===== src/rtl/dds_pkg.sv =====
// Shared DDS definitions: default phase width, FTW-recovery FSM states, nibble-count helper.
package dds_pkg;

  localparam int DDS_PHASE_W = 32;

  typedef enum logic [1:0] {
    IDLE = 2'd0,
    SUB  = 2'd1,
    ACC  = 2'd2,
    OUT  = 2'd3
  } ftw_state_t;

  function automatic int ftw_nibbles(input int phase_w);
    return phase_w / 4;
  endfunction

endpackage


===== src/rtl/dds_ftw_recover_sub4.sv =====
// 4-bit subtractor slice with borrow in/out; purely combinational, no backpressure.
module sub4 (
  input  logic [3:0] a,
  input  logic [3:0] b,
  input  logic       borrow_in,
  output logic [3:0] diff,
  output logic       borrow_out
);

  // Bit 4 of the 5-bit difference is set exactly when a - b - borrow_in goes negative.
  always_comb begin
    {borrow_out, diff} = {1'b0, a} - {1'b0, b} - {4'b0000, borrow_in};
  end

endmodule


===== src/rtl/dds_ftw_recover.sv =====
// Recovers the DDS tuning word by nibble-serially differencing phase samples and averaging 2^AVG_LOG2 of them.
// One sample per PHASE_W/4+2 cycles; ftw_valid holds until ftw_ready and stalls phase input meanwhile.
module dds_ftw_recover
  import dds_pkg::*;
#(
  parameter int PHASE_W  = DDS_PHASE_W,
  parameter int AVG_LOG2 = 2
) (
  input  logic               clk,
  input  logic               rst,
  input  logic [PHASE_W-1:0] phase_in,
  input  logic               phase_valid,
  output logic               phase_ready,
  output logic [PHASE_W-1:0] ftw_out,
  output logic               ftw_valid,
  input  logic               ftw_ready
);

  localparam int NIB   = ftw_nibbles(PHASE_W);
  localparam int NIB_W = (NIB > 1) ? $clog2(NIB) : 1;
  localparam int SUM_W = PHASE_W + AVG_LOG2;
  localparam int CNT_W = AVG_LOG2 + 1;
  localparam logic [NIB_W-1:0] NIB_LAST = NIB_W'(NIB - 1);
  localparam logic [CNT_W-1:0] CNT_FULL = CNT_W'(1 << AVG_LOG2);

  ftw_state_t         state_q,  state_d;
  logic [NIB_W-1:0]   nib_q,    nib_d;
  logic               borrow_q, borrow_d;
  logic               primed_q, primed_d;
  logic [PHASE_W-1:0] prev_q,   prev_d;
  logic [PHASE_W-1:0] cur_q,    cur_d;
  logic [PHASE_W-1:0] diff_q,   diff_d;
  logic [SUM_W-1:0]   sum_q,    sum_d;
  logic [CNT_W-1:0]   cnt_q,    cnt_d;
  logic [PHASE_W-1:0] ftw_q,    ftw_d;

  logic [3:0] nib_diff;
  logic       nib_borrow;

  sub4 u_sub4 (
    .a          (cur_q[{nib_q, 2'b00} +: 4]),
    .b          (prev_q[{nib_q, 2'b00} +: 4]),
    .borrow_in  (borrow_q),
    .diff       (nib_diff),
    .borrow_out (nib_borrow)
  );

  assign phase_ready = (state_q == IDLE);
  assign ftw_valid   = (state_q == OUT);
  assign ftw_out     = ftw_q;

  always_comb begin
    state_d  = state_q;
    nib_d    = nib_q;
    borrow_d = borrow_q;
    primed_d = primed_q;
    prev_d   = prev_q;
    cur_d    = cur_q;
    diff_d   = diff_q;
    sum_d    = sum_q;
    cnt_d    = cnt_q;
    ftw_d    = ftw_q;
    unique case (state_q)
      IDLE: begin
        if (phase_valid) begin
          cur_d = phase_in;
          if (!primed_q) begin
            prev_d   = phase_in;
            primed_d = 1'b1;
          end else begin
            state_d  = SUB;
            nib_d    = '0;
            borrow_d = 1'b0;
          end
        end
      end
      SUB: begin
        diff_d[{nib_q, 2'b00} +: 4] = nib_diff;
        borrow_d = nib_borrow;
        nib_d    = nib_q + NIB_W'(1);
        // The last borrow is dropped so the difference wraps modulo 2^PHASE_W.
        if (nib_q == NIB_LAST) begin
          prev_d  = cur_q;
          state_d = ACC;
        end
      end
      ACC: begin
        sum_d = sum_q + SUM_W'(diff_q);
        cnt_d = cnt_q + CNT_W'(1);
        if (cnt_d == CNT_FULL) begin
          ftw_d   = PHASE_W'(sum_d >> AVG_LOG2);
          state_d = OUT;
        end else begin
          state_d = IDLE;
        end
      end
      OUT: begin
        // prev is kept so the next sample yields a real difference.
        if (ftw_ready) begin
          sum_d   = '0;
          cnt_d   = '0;
          state_d = IDLE;
        end
      end
      default: state_d = IDLE;
    endcase
  end

  always_ff @(posedge clk or posedge rst) begin
    if (rst) begin
      state_q  <= IDLE;
      nib_q    <= '0;
      borrow_q <= 1'b0;
      primed_q <= 1'b0;
      prev_q   <= '0;
      cur_q    <= '0;
      diff_q   <= '0;
      sum_q    <= '0;
      cnt_q    <= '0;
      ftw_q    <= '0;
    end else begin
      state_q  <= state_d;
      nib_q    <= nib_d;
      borrow_q <= borrow_d;
      primed_q <= primed_d;
      prev_q   <= prev_d;
      cur_q    <= cur_d;
      diff_q   <= diff_d;
      sum_q    <= sum_d;
      cnt_q    <= cnt_d;
      ftw_q    <= ftw_d;
    end
  end

endmodule

===== config.mk =====
export PLATFORM = sky130hd
export DESIGN_NAME = dds_ftw_recover
export DESIGN_NICKNAME = d
export VERILOG_FILES = /design/src/rtl/dds_pkg.sv /design/src/rtl/dds_ftw_recover_sub4.sv /design/src/rtl/dds_ftw_recover.sv
export SDC_FILE = /design/constraint.sdc
export NUM_CORES = 1
export LEC_CHECK = 0
export CORE_ASPECT_RATIO = 0.9
export CORE_MARGIN = 2
export CORE_UTILIZATION = 50
export DETAILED_ROUTE_END_ITERATION = 6
export GPL_TIMING_DRIVEN = 0
export PLACE_DENSITY = 0.71
export SYNTH_ARGS = -nofsm -noshare
export SYNTH_HDL_FRONTEND = slang
export SYNTH_HIERARCHICAL = 1
export SYNTH_SLANG_ARGS = --single-unit
export TNS_END_PERCENT = 10

===== constraint.sdc =====
create_clock -name clk -period 6.6 [get_ports clk]
set_clock_uncertainty 0.1 [all_clocks]
set_input_delay 0.99 -clock clk [delete_from_list [all_inputs] [get_ports clk]]
set_output_delay 0.99 -clock clk [all_outputs]
set_load 0.005 [all_outputs]

==> qor.yml, run 1 <==
clock_network:
  cts_sinks: 172
  insertion_delay_ns: 0.44
  h-tree-depth: 4
  cts_resized: 0
  cts.clk_slew.worst_paths_ns: 0.07
  postCtsSetupBuffers: 0
  cts_root_buf: "clkbuf_16"
  cts.path.max_buffers: 2
  cts_inserted_buffers: 17
  cts_tree: "built"
  ctsHoldBuffers: 0
grt:
  grt_pass1_wl_um: 40300
  grt_overflow: 0
  grt_pass1_vias: 7634
  grt_max_degree: 120
  antenna_found_initial: 0
  grt_usage: 0.258
logic_synthesis:
  avgSynthCellArea_um2: 9.59
  synth_top_flop_cell: "dfrtp_1"
  yosys_warnings: 6
  async_reset_ff_frac: 1.00
  ys_seq_area_frac: 0.448
  synthDistinctLibCells: 67
  synth_fp_nets: 1089
  synth_edf_count: 0
  syn_inst: 1003
  ys_ff_latch: 172
  netlist_area_um2: 9620
critical_path:
  criticalPathCategory: "register to register"
  crit_fanout: 10
  cp.required_ns: 6.85
  endpoint_kind: "register"
  cp_data_arrival_time_ns: 4.41
  crit_path_start_kind: "register"
placed_design:
  dpl-instance-area_um2: 10700
  dp_hpwl_um: 18200
  port_buffers: 69
  place.gp.congestion: 0.926
power_and_ir_drop:
  p_leak_nw: 5.11
  power_w: 0.00554
  power_density_nw_per_um2: 493
  peakVddDrop_uv: 354
drt:
  vias_per_cell: 5.80
  routed-wl-met2_um: 11500
  first_iter_violations: 509
  vias: 7864
  first_pass_iters: 5
  route.detailed.drc: 0
  met3_length_um: 1500
  routedWlPerCell_um: 18.4
  top_layer_used: "met4"
  postRouteAntennaNets: 0
  wl_met1_um: 11300
  wl_um: 24900
floorplanning:
  fp-row-count: 48
  ios: 70
  die_h_um: 136
  die_w_um: 150
  core_um2: 19000
  initial_core_util: 0.505
  die-area_um2: 20400
timing:
  worst_pin_slew_ns: 0.960
  slew_viol_final: 0
  finalSetupViolations: 0
  min_period_ns: 4.16
  max_freq_ghz: 0.240
  finalHoldViolations: 0
  rsz0062_at_grt: "no"
  fin_crit_sh: 0.631
  finalHoldWorstSlack_ns: 0.371
  slew_headroom: 0.356
cells_and_area:
  drive_above_1_share: 0.103
  antenna_cells: 0
  syn_to_final_growth_pct: 16.8
  final_common_cell: "nand2_1"
  fin_area_um2: 11200
  finalNetCount: 1178
  final_cell_mix: "nand2_1 (215), dfrtp_1 (172), clkdlybuf4s50_1 (69)"
  fillerInstances: 1643
  utilization: 0.590
min_path:
  min_path_type: "register to register"
run:
  maxCapViolations: 0
run_status:
  outcome: "completed"
cell usage after synthesis, drive strengths merged (6+ instances only):
| master | n | area share |
|---|---|---|
| a21o | 25 | 0.020 |
| a21oi | 36 | 0.019 |
| a22o | 20 | 0.018 |
| a31oi | 38 | 0.025 |
| and2 | 10 | 0.0065 |
| buf | 7 | 0.0034 |
| clkbuf | 47 | 0.018 |
| dfrtp | 172 | 0.45 |
| ha | 47 | 0.061 |
| inv | 24 | 0.0094 |
| mux2 | 47 | 0.055 |
| mux4 | 16 | 0.037 |
| nand2 | 215 | 0.084 |
| nand3 | 15 | 0.0078 |
| nand4 | 15 | 0.0098 |
| nor2 | 66 | 0.026 |
| nor2b | 6 | 0.0039 |
| nor3 | 10 | 0.0052 |
| o211ai | 9 | 0.0070 |
| o21a | 6 | 0.0047 |
| o21ai | 65 | 0.034 |
| or3 | 10 | 0.0065 |
| xnor2 | 12 | 0.011 |
| xor2 | 12 | 0.011 |
report_power, final:
| part | internal, W | switching [W] | total (W) | leakage, nW |
|---|---|---|---|---|
| Combinational | 0.00111 | 0.00172 | 0.00282 | 2.64 |
| Clock | 0.000504 | 0.000474 | 0.000977 | 0.282 |
| Sequential | 0.00145 | 0.000289 | 0.00174 | 2.19 |
| Total | 0.00306 | 0.00248 | 0.00554 | 5.11 |
critical path, stage by stage, from the launching register on:
cell and delay (ns):
dfrtp_1 0.41, clkbuf_1 0.53, clkbuf_1 0.57, mux4_2 0.42
nand2_1 0.09, nand2_1 0.08, fa_1 0.56, inv_1 0.05
ha_1 0.16, o21ai_0 0.16, nand3b_1 0.10, xor2_1 0.44
nand3_1 0.20, o21ai_0 0.21
cells by family (layout without fill, tap and decap cells):
logic type	after synthesis	in the layout	synth area share
AO/OA/AOI/OAI	242	242	0.169
flip-flops	172	172	0.448
buffers and inverters	79	181	0.0315
adder cells (fa/ha/maj)	50	50	0.0674
multiplexers	65	65	0.0946
XOR/XNOR	24	24	0.0219
AND/OR/NAND/NOR	371	371	0.168
registers in the layout, indices dropped and copies added, names as in the netlist:
name / cells
sum_q: 34
cur_q: 32
diff_q: 32
ftw_out: 32
prev_q: 32
cnt_q: 3
nib_q: 3
state_q: 2
borrow_q: 1
primed_q: 1
per-layer routing:
metal / track usage / up-vias
li1: - / 3777
met4: 0.0833 / 0
met1: 0.353 / 3803
met5: 0 / -
met3: 0.0529 / 37
met2: 0.414 / 247
path summary, 6_finish.rpt:
| path | startpoint | end | slack (ns) | depth (start not counted) |
|---|---|---|---|---|
| min in group asynchronous | rst | cur_q[5] | 0.86 | 2 |
| worst max-delay path | nib_q[1] | diff_q[27] | 2.44 | 13 |
| max in group asynchronous | rst | ftw_out[31] | 4.64 | 3 |
| worst min-delay path | ftw_out[6] | ftw_out[6] | 0.37 | 2 |
| worst max register to register | nib_q[1] | diff_q[27] | 2.44 | 13 |
| worst min register to register | ftw_out[6] | ftw_out[6] | 0.37 | 2 |
per-stage QoR:
step	worst slack [ns]	TNS (ns)	std cells
finish	2.44	0	1355
global route	2.29	0	1355
CTS	2.47	0	1355
detailed placement	2.52	0	1323
global placement	-1.59	-271.64	1322
floorplan	0.850	0	1003
final cells by class:
cell class | count | area (um2) | area share
sequential | 172 | 4300 | 0.383
clock buffer | 17 | 425 | 0.0379
inverter | 25 | 101 | 0.00902
clock inverter | 15 | 151 | 0.0135
multi-input combinational | 752 | 5010 | 0.446
buffer | 54 | 209 | 0.0186
tap | 250 | 313 | 0.0278
timing repair buffer | 70 | 718 | 0.0639
Power figures use the tool's default switching activity.
==> run 2: changes to the inputs <==
==> constraint.sdc (replaced) <==
create_clock -name clk -period 4.2 [get_ports clk]
set_clock_uncertainty 0.1 [all_clocks]
set_input_delay 0.63 -clock clk [delete_from_list [all_inputs] [get_ports clk]]
set_output_delay 0.63 -clock clk [all_outputs]
set_load 0.005 [all_outputs]
==> run 2 against run 1 <==
Against the previous run: worst setup slack worse by 2.1 ns; routed wire length up 1.4%; sequential share of layout area is 0.35 points lower; register-to-register slack worse by 2.1 ns; count of clock-buffer cells in the layout unchanged; combinational power rose by 60%; die area unchanged; highest routed layer unchanged.
==> qor.yml, run 2 (synthesis gave the netlist of run 1 again) <==
clock_network:
  cts.path.max_buffers: 2  # unchanged
  cts_tree: "built"
  ctsHoldBuffers: 0  # unchanged
  cts_root_buf: "clkbuf_16"
  cts_inserted_buffers: 17  # unchanged
  cts.clk_slew.worst_paths_ns: 0.07  # about the same
  insertion_delay_ns: 0.44  # about the same
  cts_sinks: 172  # unchanged
  h-tree-depth: 4  # unchanged
floorplanning:
  initial_core_util: 0.505  # unchanged
  die_h_um: 136  # unchanged
  core_um2: 19000  # unchanged
  fp-row-count: 48  # unchanged
  die_w_um: 150  # unchanged
  ios: 70  # unchanged
  die-area_um2: 20400  # unchanged
critical_path:
  path_cells: "buf_2, buf_2, mux4_2, nand2_1, nand2_1, fa_1, inv_1, ha_1, o21ai_0, nand3b_1, xor2_2, nand2_1, o21ai_0"
  r2r_start: "nib_q[0]"
  cp.required_ns: 4.46  # -2.39 ns
  crit_slowest_cell: "fa_1"
  criticalPathCategory: "register to register"
  reg2reg_to: "diff_q[23]"
  crit_top_cell: "nand2_1"
  cpPeakStageDelay_ns: 0.56  # about the same
  cp_data_arrival_time_ns: 4.15  # -0.26 ns
  crit_path_start_kind: "register"
  crit_fanout: 10  # unchanged
  rrSetupSlack_ns: 0.30  # -2.13 ns
  endpoint_kind: "register"
  reg2reg_depth: 13  # unchanged
cells_and_area:
  final_cells: 1359  # +0.30%
  utilization: 0.595  # +0.00539
  fillerInstances: 1621  # -1.3%
  final_common_cell: "nand2_1"
  syn_to_final_growth_pct: 17.9
  final_cell_mix: "nand2_1 (215), dfrtp_1 (172), clkdlybuf4s50_1 (69)"
  antenna_cells: 0  # unchanged
  finalNetCount: 1182  # +0.34%
  largest_reg_flops: 34  # unchanged
  top_register: "sum_q"
  drive_above_1_share: 0.108  # +0.00504
drt:
  vias_per_cell: 5.85  # +0.75%
  postRouteAntennaNets: 0  # unchanged
  first_pass_iters: 5  # unchanged
  routedWlPerCell_um: 18.6  # +1.1%
  first_iter_violations: 714  # +40%
  wl_um: 25200  # +1.4%
  vias: 7946  # +1.0%
  route.detailed.drc: 0  # unchanged
power_and_ir_drop:
  p_leak_nw: 5.16  # +0.91%
  p_seq_frac: 0.308  # -0.006
  peakVddDrop_uv: 534  # +51%
  power.internal_w: 0.00490  # +60%
  clockPowerShare: 0.183  # +0.007
  power_switching_w: 0.00396  # +60%
  swShare: 0.447  # about the same
  power_density_nw_per_um2: 782  # +59%
  comb_power_share: 0.509  # about the same
timing:
  worst_slack_ns: 0.303  # -2.13 ns
  slew_headroom: 0.354  # -0.00179
  worst_pin_slew_ns: 0.963  # +0.00267 ns
  finalHoldViolations: 0  # unchanged
  finalSetupViolations: 0  # unchanged
  min_period_ns: 3.90  # -0.266 ns
  slew_viol_final: 0  # unchanged
  rsz0062_at_grt: "no"
  max_freq_ghz: 0.257  # +6.8%
  fin_crit_sh: 0.928  # +0.297
placed_design:
  port_buffers: 69  # unchanged
  dp_worst_setup_slack_ns: 0.109  # -2.42 ns
  place_inst: 1327  # +0.30%
  place.gp.congestion: 0.927  # +0.11%
  dp_hpwl_um: 18600  # +2.5%
grt:
  grt_usage: 0.261  # +0.00305
  grt_pass1_wl_um: 40800  # +1.4%
  grt_pass1_vias: 7679  # +0.59%
  antenna_found_initial: 0  # unchanged
  grt_overflow: 0  # unchanged
  grt_max_degree: 43  # -64%
min_path:
  whs_endpoint: "ftw_out[14]"
  worstHoldStart: "ftw_out[14]"
  holdPathStages: 2  # unchanged
  min_path_type: "register to register"
run:
  maxCapViolations: 0  # unchanged
run_status:
  outcome: "completed"
==> run 2: worst max path at each step <==
stage,startpoint,end,slack (ns),cells after the start
after floorplan,nib_q[0],diff_q[27],0.86,13
after global placement,rst,ftw_out[29],-0.20,2
after detailed placement,nib_q[1],diff_q[7],0.11,13
after CTS,nib_q[1],diff_q[7],0.08,13
after global routing,nib_q[0],diff_q[23],0.01,13
final,nib_q[0],diff_q[23],0.30,13
==> run 2: timing repair <==
| item | 4_1_cts | 5_1_grt |
|---|---|---|
| setup endpoints to repair | 0 | 8 |
| gates resized for setup | 0 | 3 |
| setup buffers | 0 | 0 |
==> run 2: layout make-up <==
cell class / count / area (um2) / share of cell area
clock buffers: 17 / 425 / 0.0375
repair buffers: 74 / 791 / 0.0698
well taps: 250 / 313 / 0.0276
multi-input cells: 752 / 5020 / 0.443
plain buffers: 54 / 210 / 0.0185
flip-flops and latches: 172 / 4300 / 0.380
inverters: 25 / 97.6 / 0.00861
clock inverters: 15 / 176 / 0.0156
==> run 2: power groups by stage <==
| stage | clock, W | sequential (W) | combinational (W) |
|---|---|---|---|
| 2_1_floorplan | 0 | 0.00258 | 0.00327 |
| 3_3_place_gp | 0 | 0.00273 | 0.00430 |
| 3_5_place_dp | 0 | 0.00274 | 0.00441 |
| 4_1_cts | 0.00165 | 0.00272 | 0.00445 |
| 5_1_grt | 0.00171 | 0.00280 | 0.00502 |
| 6_report | 0.00162 | 0.00273 | 0.00452 |
==> run 2: per-layer routing <==
layer | part of all wire | vias up | global-route usage
li1 | - | 3796 | -
met1 | 0.45 | 3838 | 0.365
met2 | 0.46 | 266 | 0.408
met3 | 0.057 | 46 | 0.0384
met4 | 0.031 | 0 | 0.112
met5 | 0 | - | 0
==> run 2: critical path, delay by kind of cell, from the launching register on <==
| family | cells | cell delay [ns] |
|---|---|---|
| compound gates | 2 | 0.37 |
| xor+xnor | 1 | 0.32 |
| fa+ha+maj | 2 | 0.72 |
| buf+inv | 3 | 0.79 |
| flops | 1 | 0.46 |
| mux | 1 | 0.55 |
| simple gates | 4 | 0.48 |
==> run 2: metrics by stage <==
| stage | total power [W] | instance area, um2 | hold WS [ns] | setup TNS [ns] |
|---|---|---|---|---|
| after CTS | 0.00882 | 11300 | 0.387 | 0 |
| after detailed placement | 0.00715 | 10700 | 0.369 | 0 |
| after floorplan | 0.00585 | 9620 | 0.350 | 0 |
| after global placement | 0.00702 | 10600 | 0.357 | -32.55 |
| final | 0.00887 | 11300 | 0.379 | 0 |
| after global routing | 0.00953 | 11300 | 0.410 | 0 |
